<file path="src/rtl/dma_multichannel_engine.sv">
// Multi-channel device-to-memory DMA: per-channel line commands, round-robin
// arbitration, bursts of up to MAX_BURST cache lines per BR/BG bus grant.
module dma_multichannel_engine #(
  parameter int WORD_SIZE   = 16,
  parameter int NUM_CH      = 2,
  parameter int LINE_WORDS  = 4,
  parameter int MEM_LATENCY = 4,
  parameter int MAX_BURST   = 4,
  parameter int CH_W        = (NUM_CH > 1) ? $clog2(NUM_CH) : 1
) (
  input  logic                                   Clk,
  input  logic                                   Reset_N,
  input  logic                                   cmd_valid,
  input  logic [CH_W-1:0]                        cmd_ch,
  input  logic [WORD_SIZE-1:0]                   cmd_addr,
  input  logic [WORD_SIZE-1:0]                   cmd_len,
  output logic                                   cmd_ready,
  output logic                                   BR,
  input  logic                                   BG,
  output logic [WORD_SIZE-1:0]                   d_address,
  output logic                                   d_writeM,
  output logic [LINE_WORDS*WORD_SIZE-1:0]        d_data,
  input  logic [NUM_CH*LINE_WORDS*WORD_SIZE-1:0] dev_data,
  output logic [NUM_CH-1:0]                      dev_ack,
  output logic [NUM_CH-1:0]                      busy,
  output logic [NUM_CH-1:0]                      dma_end_int
);

  localparam int          LINE_BITS = LINE_WORDS * WORD_SIZE;
  localparam int          BEAT_W    = (MEM_LATENCY > 1) ? $clog2(MEM_LATENCY) : 1;
  localparam int          BURST_W   = $clog2(MAX_BURST + 1);
  localparam int unsigned NCH       = NUM_CH;

  localparam logic [1:0] IDLE    = 2'd0;
  localparam logic [1:0] REQ     = 2'd1;
  localparam logic [1:0] XFER    = 2'd2;
  localparam logic [1:0] RELEASE = 2'd3;

  logic [1:0]           state;
  logic [CH_W-1:0]      sel_ch;
  logic [CH_W-1:0]      last_served;
  logic [CH_W-1:0]      pick_ch;
  logic                 pick_valid;
  logic [BEAT_W-1:0]    beat;
  logic [BURST_W-1:0]   burst;
  logic [WORD_SIZE-1:0] addr_q [NUM_CH];
  logic [WORD_SIZE-1:0] rem_q  [NUM_CH];
  logic [(1<<CH_W)-1:0] busy_pad;
  logic                 accept;
  logic                 xfer_on;
  logic                 line_done;

  // Padding keeps cmd_ch/rotation lookups in range for non-power-of-two NUM_CH.
  always_comb begin
    busy_pad             = '0;
    busy_pad[NUM_CH-1:0] = busy;
  end

  assign cmd_ready = !busy_pad[cmd_ch];
  assign accept    = cmd_valid && cmd_ready;
  assign BR        = (state == REQ) || (state == XFER);
  assign xfer_on   = (state == XFER) && BG;
  assign d_writeM  = xfer_on;
  assign line_done = xfer_on && (beat == BEAT_W'(MEM_LATENCY - 1));

  always_comb begin
    pick_valid = 1'b0;
    pick_ch    = '0;
    for (int unsigned i = 1; i <= NCH; i++) begin
      if (!pick_valid && busy_pad[CH_W'((32'(last_served) + i) % NCH)]) begin
        pick_valid = 1'b1;
        pick_ch    = CH_W'((32'(last_served) + i) % NCH);
      end
    end
  end

  always_comb begin
    d_address = '0;
    d_data    = '0;
    dev_ack   = '0;
    if (state == XFER) begin
      d_address = addr_q[sel_ch];
      for (int unsigned c = 0; c < NCH; c++) begin
        if (CH_W'(c) == sel_ch) d_data = dev_data[c*LINE_BITS +: LINE_BITS];
      end
    end
    if (line_done) dev_ack[sel_ch] = 1'b1;
  end

  always_ff @(posedge Clk or negedge Reset_N) begin
    if (!Reset_N) begin
      state       <= IDLE;
      sel_ch      <= '0;
      last_served <= CH_W'(NUM_CH - 1);
      beat        <= '0;
      burst       <= '0;
      busy        <= '0;
      dma_end_int <= '0;
      for (int unsigned c = 0; c < NCH; c++) begin
        addr_q[c] <= '0;
        rem_q[c]  <= '0;
      end
    end else begin
      dma_end_int <= '0;
      case (state)
        IDLE: begin
          if (pick_valid) begin
            sel_ch <= pick_ch;
            state  <= REQ;
          end
        end
        REQ: begin
          if (BG) begin
            state <= XFER;
            beat  <= '0;
            burst <= '0;
          end
        end
        XFER: begin
          // Losing the grant discards the partial line; it restarts on regrant.
          if (!BG) begin
            state <= REQ;
            beat  <= '0;
          end else if (line_done) begin
            addr_q[sel_ch] <= addr_q[sel_ch] + WORD_SIZE'(LINE_WORDS);
            rem_q[sel_ch]  <= rem_q[sel_ch] - WORD_SIZE'(1);
            burst          <= burst + BURST_W'(1);
            beat           <= '0;
            if (rem_q[sel_ch] == WORD_SIZE'(1)) begin
              busy[sel_ch]        <= 1'b0;
              dma_end_int[sel_ch] <= 1'b1;
              state               <= RELEASE;
            end else if (burst == BURST_W'(MAX_BURST - 1)) begin
              state <= RELEASE;
            end
          end else begin
            beat <= beat + BEAT_W'(1);
          end
        end
        RELEASE: begin
          last_served <= sel_ch;
          if (!BG) state <= IDLE;
        end
        default: state <= IDLE;
      endcase
      // Accepted channel is never the active one, so this cannot collide with XFER updates.
      if (accept) begin
        addr_q[cmd_ch] <= cmd_addr;
        rem_q[cmd_ch]  <= cmd_len;
        if (cmd_len == '0) dma_end_int[cmd_ch] <= 1'b1;
        else               busy[cmd_ch]        <= 1'b1;
      end
    end
  end

endmodule

</file>
<file path="config.mk">
export PLATFORM = sky130hd
export DESIGN_NAME = dma_multichannel_engine
export DESIGN_NICKNAME = d
export VERILOG_FILES = /design/src/rtl/dma_multichannel_engine.sv
export SDC_FILE = /design/constraint.sdc
export NUM_CORES = 1
export LEC_CHECK = 0
export CAP_MARGIN = 40
export CELL_PAD_IN_SITES_DETAIL_PLACEMENT = 1
export CELL_PAD_IN_SITES_GLOBAL_PLACEMENT = 1
export CORE_AREA = 2 2 136 138
export CTS_CLUSTER_SIZE = 16
export DETAILED_ROUTE_END_ITERATION = 7
export DIE_AREA = 0 0 138 140
export PLACE_DENSITY = 0.91
export SLEW_MARGIN = 40
export SYNTH_ARGS = -nofsm -noshare
export SYNTH_HDL_FRONTEND = slang
export SYNTH_SLANG_ARGS = --single-unit
export TNS_END_PERCENT = 30
</file>
<file path="constraint.sdc">
create_clock -name Clk -period 6.67 [get_ports Clk]
set_clock_uncertainty 0.2 [all_clocks]
set_input_delay 1.0005 -clock Clk [delete_from_list [all_inputs] [get_ports Clk]]
set_output_delay 1.0005 -clock Clk [all_outputs]
set_load 0.05 [all_outputs]
</file>
==> qor.txt <==
Switch Pwr -> 0.001628 W
Seq cells post-synth -> 77
top-area cell type share of the netlist area -> 0.3272
Port Buffers -> 253
First-pass DRT Iterations -> 5
DR vias -> 5,940
largest net degree at the start of global routing -> 78
worst hold path type -> reg2reg
Core Region -> 0.01778 mm²
drc violations -> 0
Leakage -> 3.457 nW
placed wire-length estimate -> 17.13 mm
FF-to-FF Start -> sel_ch
Slew Limit Fails -> 0
vias per cell -> 5.211
GPL Wtd Cong -> 0.8224
crit-path cells -> clkdlybuf4s50_1 > and3_1 > nand2_1 > inv_2 > clkdlybuf4s50_1
Final setup violation count -> 0
die footprint -> 0.01932 mm²
Avg Inst Size Synth -> 8.559 µm²
Yosys cell types -> 56
initial core utilization -> 0.3269
GR Util met2 -> 0.4062
initial antenna violation count -> 0
fillers -> 2,084
Most Crowded Layer GR -> met2
async set or reset register ratio after synthesis -> 1.000
Setup Buffers After CTS -> 0
vias in the first global route -> 6,336
fin crit share -> 0.7129
setup tns final -> 0 ps
post-cts hold buffer count -> 0
IO Pins -> 254
Int Pwr -> 0.001811 W
Worst Path Required -> 5470 ps
post-synth net total -> 855
GR Overflow Total -> 0
ys flop type -> dfrtp_1
Switching Fraction -> 0.4734
chip height -> 140 µm
Clock Tree Buf Depth -> 2
slowest stage delay, CP -> 880 ps
VDD IR max -> 216.6 µV
Chip Width -> 138 µm
Clock Latency Late Sink -> 340 ps
utilization after layout -> 0.4959
final WL -> 22.46 mm
Clock Power Share -> 0.143
status -> finished clean
share of cells above drive strength 1 -> 0.04720
Tot GR Track Use -> 0.2276
met1 usage -> 0.2720
Setup CP Type -> in2out
Rel. slew slack -> 0.4570
Worst setup SP type -> input pin
Max-Cap Viols -> 0
combinational share of power -> 0.586
Area Overhead vs Synth -> 51.71%
DRT iter0 DRCs -> 311
Worst setup EP type -> primary output
Final Net Count -> 1,082
first-pass GRT wire length -> 35.10 mm
Clock Pin Slew Worst Setup and Hold Paths -> 60 ps
WL/cell -> 19.70 µm
Root Buffer -> clkbuf_16
CTS Sinks -> 77
RSZ-0062 raised after global routing -> no
Post-Syn Instances -> 679
Cell Area, Synth -> 0.005812 mm²
TritonCTS clock tree -> yes
Post-DRT Antenna Nets -> 0
CP startpoint -> BG
Critical Path AT -> 3550 ps
Seq/Total Area, Yosys -> 0.3318
# H-tree levels -> 3
row cnt -> 49
CTS resizes -> 0
CP max stage cell -> clkdlybuf4s50_1
met3 usage -> 0.04889
# diodes -> 0
pwr dens -> 390.0 mW/mm²
final hold violations -> 0
Final min period -> 4755 ps
crit-path max FO -> 15
TritonCTS buffer count -> 9
most used cell, CP -> clkdlybuf4s50_1
synth top area cells -> dfrtp_1, mux2i_1, nor2b_1, nand2_1, xor2_1
actual slew at the worst max-slew pin -> 814.6 ps
synth warn -> 0
Seq pwr share -> 0.272
fmax -> 0.2103 GHz
Min-Delay Startpoint -> addr_q[17]
EDFF count, synth -> 0
area leader, netlist -> dfrtp_1
[synth_stat cells, types with 13 or more instances]
cell type	instances
nand2_1	93
nand3_1	13
nor2b_1	78
a21oi_1	18
o21ai_1	41
xor2_1	27
o21ai_0	17
clkbuf_1	28
nor2_1	29
buf_2	13
xnor2_1	24
mux2i_1	82
dfrtp_1	76
[through the flow]
stage          setup WS (ps)  std cells  hold WS [ps]  power (W)  cell area, µm²
5_1_grt                 1802       1140         314.8   0.003640            8817
3_3_place_gp            1985       1123         262.4   0.002868            8499
3_5_place_dp            1976       1124         277.0   0.002946            8524
2_1_floorplan           3236        679         245.0   0.002293            5812
4_1_cts                 1960       1140         291.2   0.003458            8817
6_report                1915       1140         280.7   0.003438            8817
[final timing paths]
check | to | slack, ps | cells past startpoint
hold / removal | addr_q[17] | 280 | 2
hold reg to reg | addr_q[17] | 280 | 2
max in group asynchronous | sel_ch | 5210 | 1
setup reg to reg | rem_q[31] | 3480 | 7
min in group asynchronous | rem_q[21] | 500 | 1
setup / recovery | dev_ack[1] | 1910 | 5
[power groups by stage]
stage / clock (W) / sequential (W) / combinational (W)
floorplan: 0 / 0.000836 / 0.00146
global placement: 0 / 0.000964 / 0.00190
detailed placement: 0 / 0.000935 / 0.00201
CTS: 0.000501 / 0.000933 / 0.00203
global route: 0.000518 / 0.000969 / 0.00215
finish: 0.000491 / 0.000934 / 0.00201
[cell families (layout without fill, tap and decap cells)]
| group | count (synthesis) | count (layout) | synth area share |
|---|---|---|---|
| AO/OA/AOI/OAI | 113 | 113 | 0.1169 |
| XOR/XNOR | 51 | 51 | 0.07686 |
| adder cells (fa/ha/maj) | 11 | 11 | 0.02368 |
| buffers and inverters | 55 | 287 | 0.03961 |
| flip-flops | 77 | 77 | 0.3318 |
| multiplexers | 86 | 86 | 0.1490 |
| AND/OR/NAND/NOR | 286 | 286 | 0.2622 |
[worst max-delay path: cells and delay by family]
| family | cells | cell delay (ps) |
|---|---|---|
| buffers and inverters | 3 | 1990 |
| and+or+nand+nor | 2 | 560 |
[sequential cells by signal (all words and copies together), names as in the netlist]
register and flops:
state 2, beat 2, dma_end_int 2, addr_q 32, sel_ch 1, burst 3, busy 2, rem_q 32
last_served 1
[routing by layer]
layer  share of wire  up-vias
met5               0        -
met3           0.054       37
li1                -     2818
met4           0.029        0
met2            0.51      217
met1            0.41     2868
[cell usage in the layout (no fill, tap or decap), types with 3 or more instances in the layout]
| cell type | synthesis | layout |
|---|---|---|
| a22o_1 | 6 | 6 |
| nand4b_1 | 4 | 4 |
| clkdlybuf4s50_1 | 0 | 252 |
| a31oi_1 | 9 | 9 |
| or3_1 | 6 | 6 |
| nand2_1 | 93 | 93 |
| dfrtp_1 | 76 | 75 |
| ha_1 | 11 | 10 |
| nor4_1 | 11 | 11 |
| nand3b_1 | 5 | 5 |
| clkbuf_16 | 0 | 9 |
| xor2_1 | 27 | 27 |
| o21ai_0 | 17 | 17 |
| nand2b_1 | 3 | 3 |
| nand4_1 | 8 | 8 |
| mux2_2 | 4 | 4 |
| nor3b_1 | 4 | 4 |
| nor2b_1 | 78 | 78 |
| nor3_1 | 11 | 11 |
| o21ai_1 | 41 | 41 |
| nor2_1 | 29 | 28 |
| nand3_1 | 13 | 13 |
| inv_1 | 10 | 10 |
| and2_1 | 6 | 5 |
| clkinv_2 | 0 | 4 |
| xnor2_1 | 24 | 24 |
| a21oi_1 | 18 | 18 |
| buf_4 | 0 | 6 |
| o22ai_1 | 8 | 8 |
| mux2i_1 | 82 | 82 |
[area by class of cell]
cell class | count | area [µm²] | area share
multi-input combinational | 547 | 3666 | 0.4158
clock inverter | 5 | 50.05 | 0.005676
clock buffer | 11 | 242.7 | 0.02753
inverter | 11 | 41.29 | 0.004683
tap | 229 | 286.5 | 0.03250
timing repair buffer | 260 | 2599 | 0.2947
sequential | 77 | 1932 | 0.2191
Note: power is estimated with default switching activity, not from simulation.
